$ cat src/rtl/bitlet_prim_decoder_index_accum.sv
// bitlet_prim_decoder_index_accum
// Multi-lane index-to-one-hot decoder with OR accumulation across beats.
// A beat flagged last closes the group: the accumulated mask and its
// popcount are registered and held under valid/ready until drained.
// Optional feature macro: BITLET_DEC_DUP_CHK_EN enables repeated-index
// detection (OUT_DUP); without it OUT_DUP is tied low.
module bitlet_prim_decoder_index_accum #(
    parameter int  W  = 16,
    parameter int  L  = 2,
    localparam int IW = (W > 1) ? $clog2(W) : 1,
    localparam int CW = $clog2(W + 1)
) (
    input  logic            clk_i,
    input  logic            rstn_i,
    input  logic            in_vld_i,
    output logic            in_rdy_o,
    input  logic [L*IW-1:0] in_idx_i,
    input  logic [L-1:0]    in_en_i,
    input  logic            in_last_i,
    output logic            out_vld_o,
    input  logic            out_rdy_i,
    output logic [W-1:0]    out_mask_o,
    output logic [CW-1:0]   out_cnt_o,
    output logic            out_dup_o
);

    typedef enum logic [0:0] {
        S_ACCUM = 1'b0,
        S_HOLD  = 1'b1
    } state_e;

    state_e          state_q, state_d;
    logic [W-1:0]    acc_q, acc_d;
    logic [W-1:0]    mask_q, mask_d;
    logic [CW-1:0]   cnt_q, cnt_d;
    logic [W-1:0]    new_s;
    logic [W-1:0]    group_s;
    logic [IW-1:0]   lane_idx_s;
    logic            in_rdy_s;
    logic            accept_s;
    logic            last_acc_s;

    // Population count of a mask; result width covers the all-ones case.
    function automatic logic [CW-1:0] popcount(input logic [W-1:0] v);
        logic [CW-1:0] cnt;
        cnt = {CW{1'b0}};
        for (int b = 0; b < W; b++) begin
            cnt = cnt + CW'(v[b]);
        end
        return cnt;
    endfunction

    // Ready depends only on the output holding register, never on IN_*.
    always_comb begin
        in_rdy_s   = (state_q == S_ACCUM) | out_rdy_i;
        accept_s   = in_vld_i & in_rdy_s;
        last_acc_s = accept_s & in_last_i;
    end

`ifdef BITLET_DEC_DUP_CHK_EN
    logic dup_beat_s;
    logic dup_acc_q, dup_acc_d;
    logic dup_q, dup_d;
`endif

    // Decode enabled in-range lanes to one-hot and OR them; out-of-range indices are dropped.
    always_comb begin
        new_s      = {W{1'b0}};
        lane_idx_s = {IW{1'b0}};
`ifdef BITLET_DEC_DUP_CHK_EN
        dup_beat_s = 1'b0;
`endif
        for (int i = 0; i < L; i++) begin
            lane_idx_s = in_idx_i[i*IW +: IW];
            if (in_en_i[i] && (32'(lane_idx_s) < 32'(W))) begin
`ifdef BITLET_DEC_DUP_CHK_EN
                // A repeat is either already in the group or an earlier lane of this beat.
                if (acc_q[lane_idx_s] || new_s[lane_idx_s]) begin
                    dup_beat_s = 1'b1;
                end else begin
                    dup_beat_s = dup_beat_s;
                end
`endif
                new_s[lane_idx_s] = 1'b1;
            end else begin
                new_s = new_s;
            end
        end
        group_s = acc_q | new_s;
    end

    // Next-state and datapath update for the ACCUM/HOLD controller.
    always_comb begin
        state_d = state_q;
        acc_d   = acc_q;
        mask_d  = mask_q;
        cnt_d   = cnt_q;
        case (state_q)
            S_ACCUM: begin
                if (last_acc_s) begin
                    state_d = S_HOLD;
                end else begin
                    state_d = S_ACCUM;
                end
            end
            S_HOLD: begin
                // A drain coinciding with a last-accept reloads instead of emptying.
                if (last_acc_s) begin
                    state_d = S_HOLD;
                end else if (out_rdy_i) begin
                    state_d = S_ACCUM;
                end else begin
                    state_d = S_HOLD;
                end
            end
            default: begin
                state_d = S_ACCUM;
            end
        endcase
        if (last_acc_s) begin
            mask_d = group_s;
            cnt_d  = popcount(group_s);
            acc_d  = {W{1'b0}};
        end else if (accept_s) begin
            acc_d  = group_s;
        end else begin
            acc_d  = acc_q;
        end
    end

    // State, accumulator and output holding registers.
    always_ff @(posedge clk_i or negedge rstn_i) begin
        if (!rstn_i) begin
            state_q <= S_ACCUM;
            acc_q   <= {W{1'b0}};
            mask_q  <= {W{1'b0}};
            cnt_q   <= {CW{1'b0}};
        end else begin
            state_q <= state_d;
            acc_q   <= acc_d;
            mask_q  <= mask_d;
            cnt_q   <= cnt_d;
        end
    end

`ifdef BITLET_DEC_DUP_CHK_EN
    // Sticky per-group duplicate flag, copied to the output with the mask.
    always_comb begin
        dup_acc_d = dup_acc_q;
        dup_d     = dup_q;
        if (last_acc_s) begin
            dup_d     = dup_acc_q | dup_beat_s;
            dup_acc_d = 1'b0;
        end else if (accept_s) begin
            dup_acc_d = dup_acc_q | dup_beat_s;
        end else begin
            dup_acc_d = dup_acc_q;
        end
    end

    // Duplicate flag registers.
    always_ff @(posedge clk_i or negedge rstn_i) begin
        if (!rstn_i) begin
            dup_acc_q <= 1'b0;
            dup_q     <= 1'b0;
        end else begin
            dup_acc_q <= dup_acc_d;
            dup_q     <= dup_d;
        end
    end

    assign out_dup_o = dup_q;
`else
    assign out_dup_o = 1'b0;
`endif

    assign in_rdy_o   = in_rdy_s;
    assign out_vld_o  = (state_q == S_HOLD);
    assign out_mask_o = mask_q;
    assign out_cnt_o  = cnt_q;

endmodule
$ cat config.mk
export PLATFORM = sky130hd
export DESIGN_NAME = bitlet_prim_decoder_index_accum
export DESIGN_NICKNAME = d
export VERILOG_FILES = /design/src/rtl/bitlet_prim_decoder_index_accum.sv
export SDC_FILE = /design/constraint.sdc
export NUM_CORES = 1
export LEC_CHECK = 0
export CORE_UTILIZATION = 40
export DETAILED_ROUTE_END_ITERATION = 7
export GPL_ROUTABILITY_DRIVEN = 0
export PLACE_DENSITY = 0.59
export SETUP_SLACK_MARGIN = 0.2
export SYNTH_ARGS = -nofsm -noshare
export SYNTH_HDL_FRONTEND = slang
export SYNTH_SLANG_ARGS = --single-unit
$ cat constraint.sdc
create_clock -name clk_i -period 4 [get_ports clk_i]
set_input_delay 0.8 -clock clk_i [delete_from_list [all_inputs] [get_ports clk_i]]
set_output_delay 0.8 -clock clk_i [all_outputs]
set_load 0.02 [all_outputs]
==> key figures, run 1 <==
Clock tree
  – Quantity of hold-fixing buffers added after cts: 0
  – CTS Buffer Depth: 2
  – Sink Count: 38
  – Cts bufs inserted: 5
  – Clock latency at the later pin of the worst-skew pair: 0.29 ns
  – Reg clk slew, reported paths: 0.07 ns
  – CTS tree: yes
  – # H-tree levels: 2
  – CTS Root Cell: clkbuf_8

Critical path
  – Critical path endpoint category: flop
  – Critical Path Most Common Cell: fa_1
  – Launching point of the worst reg2reg path: acc_q[15]
  – WP depth: 15
  – Critical path peak fanout: 6
  – FF-to-FF path depth: 13
  – Critical path launch point: in_en_i[0]
  – CP Class: in -> reg
  – WP data required: 4.21 ns
  – Delay-heaviest family, CP: adder cells
  – Max incr delay on CP: between 0.5 and 0.6 ns
  – Slowest-stage cell, CP: fa_2
  – Buffer and inverter count on the worst path: 4
  – Crit path cell chain: buf_8 > and3b_2 > buf_6 > a221oi_4 > fa_1 > fa_1 > fa_2 > fa_1 > inv_2 > ha_4 > inv_2 > fa_2 > nor2b_1 > o21ai_1 > o21ai_1
  – Critical Path AT: 4.37 ns
  – Crit path launch type: primary input

Place
  – Dpl cell area: 0.00290 mm^2
  – Placed Cells: 337
  – Final HPWL DP: roughly 4.0 mm
  – Port Buffers: 37

Status
  – Violated checks: setup timing
  – Status: complete, but fails checks

Cells and area
  – Fraction of layout cells with a size suffix above 1: 33.7%
  – Net count of the finished layout: 317
  – Area Overhead vs Synth: 43.0%
  – Non-Filler Instances: 358
  – Post-route cell area: 0.00314 mm^2
  – Number of diodes: 0

Logic synthesis
  – Synth area leaders: dfrtp_1 43%, fa_1 9.1%, a22oi_1 5.5%
  – Syn nets: roughly 240
  – Yosys top cell area share: 43.3%
  – Count leader, synth: dfrtp_1
  – Syn Area/Cell: 10.4 um^2
  – Post-Syn Area: 0.00220 mm^2
  – Synth area leader: dfrtp_1
  – Synthesis warning total: 0
  – Synthesis-stage register bit count: 38
  – Asr flop ratio synth: 100%
  – Post-Syn Instances: 212
  – Most used DFF post-synth: dfrtp_1
  – Post-synth top cells: 38 x dfrtp_1, 23 x o21ai_0, 16 x a22oi_1, 12 x inv_1, 12 x nand2_1
  – Number of synthesized flops with an enable pin: 0
  – Register area share after synthesis: around 43%
  – Post-synth cell types: 40

Timing
  – Slew Limit Headroom: 42.6%
  – Hold Vio Cnt, Final: 0
  – Post-route clock period utilization: 104%
  – Setup TNS: -0.515 ns
  – Final worst slack: -0.167 ns
  – Max Slew Vio Count: 0
  – Max Clk Rate: 240 MHz
  – Min Tclk post-route: 4.17 ns
  – # setup viols final: 4
  – Worst slew pin tran: 0.861 ns
  – RSZ-0062 raised after global routing: yes
  – Final hold slack: 0.496 ns
  – Setup Skew: ~0.0032 ns

Global routing
  – GRT Util Overall: 20.9%
  – Largest net degree at the start of global routing: 39
  – Number of global-route vias before repair: 1,939
  – Initial antenna violation count: 0
  – First-pass GRT wire length: 9.59 mm
  – Total gr overflow: 0

Drt
  – Overall routed net length: 5.59 mm
  – Via density: roughly 5.2
  – Initial DRC Count: 88
  – Post-route ant nets: 0
  – DR vias: roughly 1,900
  – DR pass1 iterations: 4
  – Wirelength per Cell: 15.6 um
  – DR DRC count: 0

Worst hold path
  – Beginning of the worst hold path: acc_q[15]
  – HP Class: reg -> reg
  – Hold depth: 1

Power and ir drop
  – Max VDD drop: 0.000267 V
  – Cell Pwr Density: 395 mW/mm^2
  – LEAKAGE: 1.40 nW

Die
  – Core area: 0.00520 mm^2
  – Die span in x: 76.1 um
  – Chip height: 76.1 um
  – Std-Cell Rows: 26
  – # IOs: 39
  – Initial core utilization: approximately 42%
  – Die area: 0.00579 mm^2

Run
  – Max-cap violations: 0
==> final timing paths <==
check                                     to  slack, ns
worst max-delay path            out_cnt_o[4]      -0.17
worst min-delay path               acc_q[15]       0.50
worst max register to register  out_cnt_o[4]       0.40
worst min register to register     acc_q[15]       0.50
max in group asynchronous           acc_q[9]       2.83
min in group asynchronous           acc_q[7]       0.61
==> cell usage in the layout, fill, tap and decap left out, types with 4 or more instances in the layout <==
| master | netlist | layout |
|---|---|---|
| nand2b_1 | 4 | 4 |
| fa_1 | 10 | 8 |
| ha_1 | 5 | 4 |
| a2bb2oi_1 | 4 | 4 |
| clkbuf_8 | 0 | 6 |
| a22oi_1 | 16 | 13 |
| nor3_1 | 4 | 4 |
| buf_4 | 3 | 46 |
| clkdlybuf4s50_1 | 0 | 26 |
| buf_2 | 5 | 8 |
| o2bb2ai_1 | 11 | 11 |
| and3b_2 | 1 | 4 |
| a21oi_1 | 11 | 9 |
| a31oi_1 | 5 | 5 |
| o21ai_1 | 2 | 5 |
| nand2_1 | 12 | 12 |
| dfrtp_1 | 38 | 38 |
| inv_1 | 12 | 10 |
| o21ai_0 | 23 | 20 |
==> power by group <==
| part | total (mW) | switching [mW] | internal (mW) |
|---|---|---|---|
| Clock | 0.272 | 0.133 | 0.139 |
| Combinational | 0.507 | 0.251 | 0.256 |
| Sequential | 0.462 | 0.0271 | 0.434 |
| Total | 1.24 | 0.412 | 0.829 |
==> state kept, by name, summed over array words and instances, names as in the netlist <==
signal and cells:
acc_q 16, out_cnt_o 5, out_mask_o 16, out_vld_o 1
==> what timing repair did <==
item	in CTS	in global routing
setup endpoints to repair	5	5
setup buffers	11	2
resized for setup	59	2
pin swaps	22	10
==> layout make-up <==
type / count / area, um^2
timing repair buffer: 85 / 714
multi-input combinational: 144 / 1250
clock inverter: 1 / 5.00
fill: 462 / 2070
sequential: 38 / 951
clock buffer: 7 / 86.3
inverter: 13 / 48.8
tap: 70 / 87.6
==> kinds of logic (layout without fill, tap and decap cells) <==
kind of cell / count (synthesis) / count (layout) / share of synthesized area [%]
AOI/OAI and AO/OA: 81 / 81 / 25.2
and+or+nand+nor: 44 / 44 / 11.5
DFF: 38 / 38 / 43.3
buffers and inverters: 30 / 106 / 6.32
adders and majority gates: 15 / 15 / 12.0
muxes: 2 / 2 / 1.20
other: 1 / 1 / 0.171
xor gates and xnor gates: 1 / 1 / 0.399
==> per-stage QoR <==
step | total power, mW | worst slack, ns | util (%)
2_1_floorplan | 0.758 | -0.207 | -
3_3_place_gp | 0.947 | -0.884 | 55.7
3_5_place_dp | 0.955 | -0.898 | 55.7
4_1_cts | 1.25 | -0.260 | 60.0
5_1_grt | 1.34 | -0.361 | 60.3
6_report | 1.24 | -0.167 | 60.3
==> per-layer routing <==
layer  GRT usage [%]  vias up  routed length, um
li1                -      915                  -
met2            35.4       34               2710
met5               0        -                  0
met1            27.0      917               2640
met4            6.54        0                 56
met3            4.19        5                178
Power figures use the tool's default switching activity.
==> run 2, diff against run 1 <==
CORE_UTILIZATION = 52   (was 40)
PLACE_DENSITY = 0.75   (was 0.59)
RECOVER_POWER = 25   (was not set)
==> key figures, run 2 (synthesis gave the netlist of run 1 again) <==
Timing
  – Final worst slack: -0.240 ns
  – Max Slew Vio Count: 0
  – Max Clk Rate: 236 MHz
  – Post-route clock period utilization: 106%
  – RSZ-0062 raised after global routing: yes
  – Hold Vio Cnt, Final: 0
  – Worst slew pin tran: about 1.2 ns
  – Min Tclk post-route: 4.24 ns
  – Final hold slack: 0.510 ns
  – Setup Skew: ~0.0057 ns
  – # setup viols final: 4
  – Slew Limit Headroom: 19.4%

Critical path
  – WP depth: 16
  – CP Class: in -> reg
  – Reg2reg end: out_cnt_o[4]
  – Slowest-stage cell, CP: fa_1
  – Critical path peak fanout: 6
  – Critical path endpoint: out_cnt_o[4]
  – Launching point of the worst reg2reg path: acc_q[1]
  – Crit path cell chain: buf_6 > and3b_2 > a21oi_4 > nand2_2 > fa_1 > inv_1 > fa_1 > fa_2 > fa_1 > inv_2 > ha_4 > inv_2 > fa_2 > nor2b_1 > o21ai_1 > o21ai_1
  – FF-to-FF path depth: 14
  – WP data required: ~4.2 ns
  – Critical path launch point: in_en_i[0]
  – Buffer and inverter count on the worst path: 4
  – Delay-heaviest family, CP: adder cells
  – Critical path endpoint category: flop
  – Critical Path AT: 4.44 ns
  – Max incr delay on CP: 0.54 ns
  – Worst R2R Setup Slack: 0.28 ns
  – Crit path launch type: primary input
  – Critical Path Most Common Cell: fa_1

Clock tree
  – CTS tree: yes
  – # H-tree levels: 2
  – Clock latency at the later pin of the worst-skew pair: roughly 0.29 ns
  – Sink Count: 38
  – CTS Buffer Depth: 2
  – Quantity of hold-fixing buffers added after cts: 0
  – Reg clk slew, reported paths: 0.08 ns
  – Cts bufs inserted: 5
  – CTS Root Cell: clkbuf_8

Cells and area
  – Number of diodes: 0
  – Non-Filler Instances: 333
  – Post-route cell area: about 0.0031 mm^2
  – Fraction of layout cells with a size suffix above 1: 33.6%
  – Commonest non-fill, non-tap cell in the layout: buf_4
  – Area Overhead vs Synth: 41.3%
  – Net count of the finished layout: 312
  – Fin util: 77.0%
  – Commonest cells after routing, fill and taps aside: 41 x buf_4, 38 x dfrtp_1, 20 x o21ai_0

Drt
  – DR pass1 iterations: 4
  – Overall routed net length: 6.07 mm
  – Met1 Wirelength: 2.57 mm
  – Via density: 6.04
  – Routed wl met3: about 210 um
  – Max Used Layer: met4
  – DR vias: between 2,000 and 2,500
  – DR DRC count: 0
  – WL met2: between 3 and 4 mm
  – Initial DRC Count: 148
  – Post-route ant nets: 0
  – Wirelength per Cell: 18.2 um

Global routing
  – Total gr overflow: 0
  – GRT Util Overall: 29.3%
  – Initial antenna violation count: 0
  – First-pass GRT wire length: 9.75 mm
  – Largest net degree at the start of global routing: 28
  – Number of global-route vias before repair: roughly 2,000

Die
  – Core area: around 0.0040 mm^2
  – Chip height: 67.0 um
  – Die span in x: 67.0 um
  – Initial core utilization: 54.5%
  – Die area: 0.00449 mm^2
  – Std-Cell Rows: 23
  – # IOs: 39

Status
  – Status: complete, but fails checks
  – Violated checks: setup timing

Worst hold path
  – HP Class: reg -> reg
  – Beginning of the worst hold path: acc_q[14]

Place
  – Pre-CTS WS: -0.971 ns
  – Final HPWL DP: 4.30 mm
  – Port Buffers: 37
  – Placed Cells: about 320
  – Dpl cell area: around 0.0029 mm^2

Power and ir drop
  – Max VDD drop: 0.000318 V
  – LEAKAGE: 1.43 nW
  – Cell Pwr Density: 410 mW/mm^2

Run
  – Max-cap violations: 0
[run 2: cell types whose count changed in the layout (fill, tap and decap cells not counted), sizes merged]
cell | before | now
clkdlybuf4s50 | 26 | 8
clkbuf | 7 | 9
buf | 59 | 52
clkinv | 1 | 0
dlygate4sd3 | 0 | 19
[run 2: worst min-delay path by stage]
stage	end	slack (ns)	cells after the start
after floorplan	acc_q[14]	0.46	1
after global placement	acc_q[15]	0.47	1
after detailed placement	acc_q[14]	0.49	1
after CTS	acc_q[14]	0.51	1
after global routing	acc_q[14]	0.53	1
final	acc_q[14]	0.51	1
[run 2: final cells by class]
class	instances	area (um^2)
Clock buffer	8	110
Sequential cell	38	951
Multi-Input combinational cell	144	1260
Tap cell	50	62.6
Timing Repair Buffer	80	671
Inverter	13	48.8
Fill cell	262	926
[run 2: timing repair]
action,CTS,global route
setup buffers,8,1
endpoints found under the hold margin,0,0
setup endpoints to repair,5,5
resized for setup,63,2
pin swaps,20,5
[run 2: power breakdown]
part           switching [mW]  internal [mW]  total [mW]
Clock                   0.132          0.174       0.306
Combinational           0.265          0.241       0.506
Sequential             0.0277          0.435       0.462
Total                   0.424          0.849        1.27
[run 2: through the flow]
step | power, mW | TNS, ns
finish | 1.27 | -0.680
global route | 1.35 | -1.11
floorplan | 0.758 | -0.696
detailed placement | 0.949 | -4.40
CTS | 1.28 | -0.772
global placement | 0.926 | -3.88
[run 2: metal layers]
metal	GRT usage, %	vias up
li1	-	917
met2	50.4	48
met4	8.78	0
met1	36.4	1033
met5	0	-
met3	6.34	12
==> run 3, diff against run 2 <==
--- a/config.mk
+++ b/config.mk
@@ -6,8 +6,8 @@
 export NUM_CORES = 1
 export LEC_CHECK = 0
-export CORE_UTILIZATION = 52
+export CORE_UTILIZATION = 47
 export DETAILED_ROUTE_END_ITERATION = 7
 export GPL_ROUTABILITY_DRIVEN = 0
-export PLACE_DENSITY = 0.75
+export PLACE_DENSITY = 0.71
 export RECOVER_POWER = 25
 export SETUP_SLACK_MARGIN = 0.2
==> constraint.sdc (replaced) <==
create_clock -name clk_i -period 3.9 [get_ports clk_i]
set_input_delay 0.585 -clock clk_i [delete_from_list [all_inputs] [get_ports clk_i]]
set_output_delay 0.585 -clock clk_i [all_outputs]
set_load 0.02 [all_outputs]
==> key figures, run 3 (synthesis gave the netlist of run 1 again) <==
Status
  – Status: complete, but fails checks
  – Violated checks: capacitance limit, slew limit, setup timing

Cells and area
  – Fill cell count: 359
  – Number of diodes: 0
  – Area of the multi-input gates: 0.00123 mm^2
  – Net count of the finished layout: 315
  – Commonest cells after routing, fill and taps aside: 46 x buf_4, 38 x dfrtp_1, 26 x clkdlybuf4s50_1
  – Post-route cell area: 0.00306 mm^2
  – Fraction of layout cells with a size suffix above 1: 32.6%
  – Commonest non-fill, non-tap cell in the layout: buf_4
  – FF+latch area: ~950 um^2
  – Area Overhead vs Synth: 39.4%
  – Fin util: between 60% and 70%
  – Non-Filler Instances: 337

Timing
  – Final worst slack: -0.0756 ns
  – Min Tclk post-route: about 4.0 ns
  – Setup TNS: -0.138 ns
  – Setup Skew: 0.00625 ns
  – Post-route clock period utilization: 102%
  – RSZ-0062 raised after global routing: yes
  – Max Slew Vio Count: 39
  – Slew Limit Headroom: -35.4%
  – Worst slew pin tran: 2.03 ns
  – # setup viols final: 3
  – Hold Vio Cnt, Final: 0
  – Final hold slack: 0.500 ns
  – Max Clk Rate: 252 MHz

Power and ir drop
  – P_int: roughly 0.8 mW
  – Max VDD drop: 0.000197 V
  – Clk pwr share: 21.1%
  – Tot Pwr: approximately 1.2 mW
  – Cell Pwr Density: 401 mW/mm^2
  – Flop pwr share: 38.6%
  – Switching share of power: 33.8%
  – Switch Pwr: 0.415 mW
  – LEAKAGE: 1.38 nW
  – Combinational power share: 40.3%

Global routing
  – Total gr overflow: 0
  – Number of global-route vias before repair: 1,996
  – Met2 GRT Util: 40.0%
  – GRT Util Overall: between 20% and 30%
  – Initial antenna violation count: 0
  – Most crowded layer after global routing: met2
  – First-pass GRT wire length: 9.40 mm
  – Met1 Usage GRT: 31.5%
  – Largest net degree at the start of global routing: 39
  – Routing usage on met3: 5.77%

Drt
  – DR DRC count: 0
  – DR vias: approximately 1,900
  – Via density: 5.69
  – Wirelength per Cell: 16.4 um
  – DR pass1 iterations: 4
  – Post-route ant nets: 0
  – Initial DRC Count: 99
  – Overall routed net length: approximately 5.5 mm

Place
  – Final HPWL DP: roughly 3.9 mm
  – Dpl cell area: about 0.0029 mm^2
  – Placed Cells: 319
  – Port Buffers: 37
  – Pre-CTS WS: -0.853 ns

Die
  – # IOs: 39
  – Core area: about 0.0044 mm^2
  – Initial core utilization: 49.7%
  – Chip height: 70.4 um
  – Die span in x: 70.4 um
  – Std-Cell Rows: 24
  – Die area: a little under 0.005 mm^2

Critical path
  – Critical path peak fanout: 3
  – Critical Path AT: 4.19 ns
  – Critical path endpoint category: flop
  – Crit path launch type: primary input
  – CP Class: in -> reg
  – WP data required: 4.11 ns

Run
  – Max-cap violations: 1

Clock tree
  – # H-tree levels: 2
  – Cts bufs inserted: 5
  – CTS tree: yes
  – Sink Count: 38
  – Reg clk slew, reported paths: 0.07 ns
  – CTS Root Cell: clkbuf_8
  – CTS Buffer Depth: 2
  – Clock latency at the later pin of the worst-skew pair: 0.29 ns

Worst hold path
  – HP Class: reg -> reg
-- run 3: cell types whose count changed in the layout (fill, tap and decap cells not counted), moves of 2 or more --
cell / delta
dlygate4sd3_1: -19
clkdlybuf4s50_1: +18
buf_4: +5
clkbuf_8: -3
clkbuf_1: +2
clkdlybuf4s15_2: +2
nor3b_2: +2
-- run 3: layer usage --
metal	vias to the layer above	wire length (um)
li1	915	-
met4	0	112
met1	949	2430
met2	44	2740
met3	11	243
met5	-	0
-- run 3: repair_timing --
action,4_1_cts,5_1_grt
hold buffers,0,0
gates resized for setup,51,4
setup endpoints to repair,5,5
endpoints found under the hold margin,0,0
setup buffers,10,1
pin swaps,20,12
-- run 3: power by group through the flow --
stage                     Clock [mW]  Combinational, mW  Sequential (mW)
after floorplan                    0              0.247            0.530
after detailed placement           0              0.486            0.481
after CTS                      0.262              0.504            0.474
final                          0.259              0.495            0.474
after global placement             0              0.476            0.478
after global routing           0.278              0.557            0.481
-- run 3: path summary, 6_finish.rpt --
kind / from / end / slack (ns) / cells past startpoint
setup / recovery: in_en_i[1] / out_cnt_o[4] / -0.08 / 17
hold / removal: acc_q[14] / acc_q[14] / 0.50 / 1
setup reg to reg: acc_q[1] / out_cnt_o[4] / 0.25 / 14
hold reg to reg: acc_q[14] / acc_q[14] / 0.50 / 1
max in group asynchronous: rstn_i / acc_q[11] / 1.87 / 1
min in group asynchronous: rstn_i / out_mask_o[5] / 0.86 / 1
-- run 3: critical path, cell delays in order --
cell and delay (ns):
buf_6 0.09, buf_4 0.12, and3b_2 0.24, a22oi_2 0.17, nand2b_1 0.11, fa_1 0.52
fa_1 0.49, inv_1 0.05, fa_1 0.50, fa_1 0.43, inv_2 0.08, ha_4 0.12
inv_2 0.03, fa_2 0.34, nor2b_1 0.12, o21ai_1 0.08, o21ai_1 0.12
-- run 3: cell type report --
type	count	area share (%)
Multi-Input combinational cell	144	40.4
Sequential cell	38	31.1
Timing Repair Buffer	83	22.4
Clock buffer	7	2.49
Tap cell	52	2.13
Inverter	13	1.59
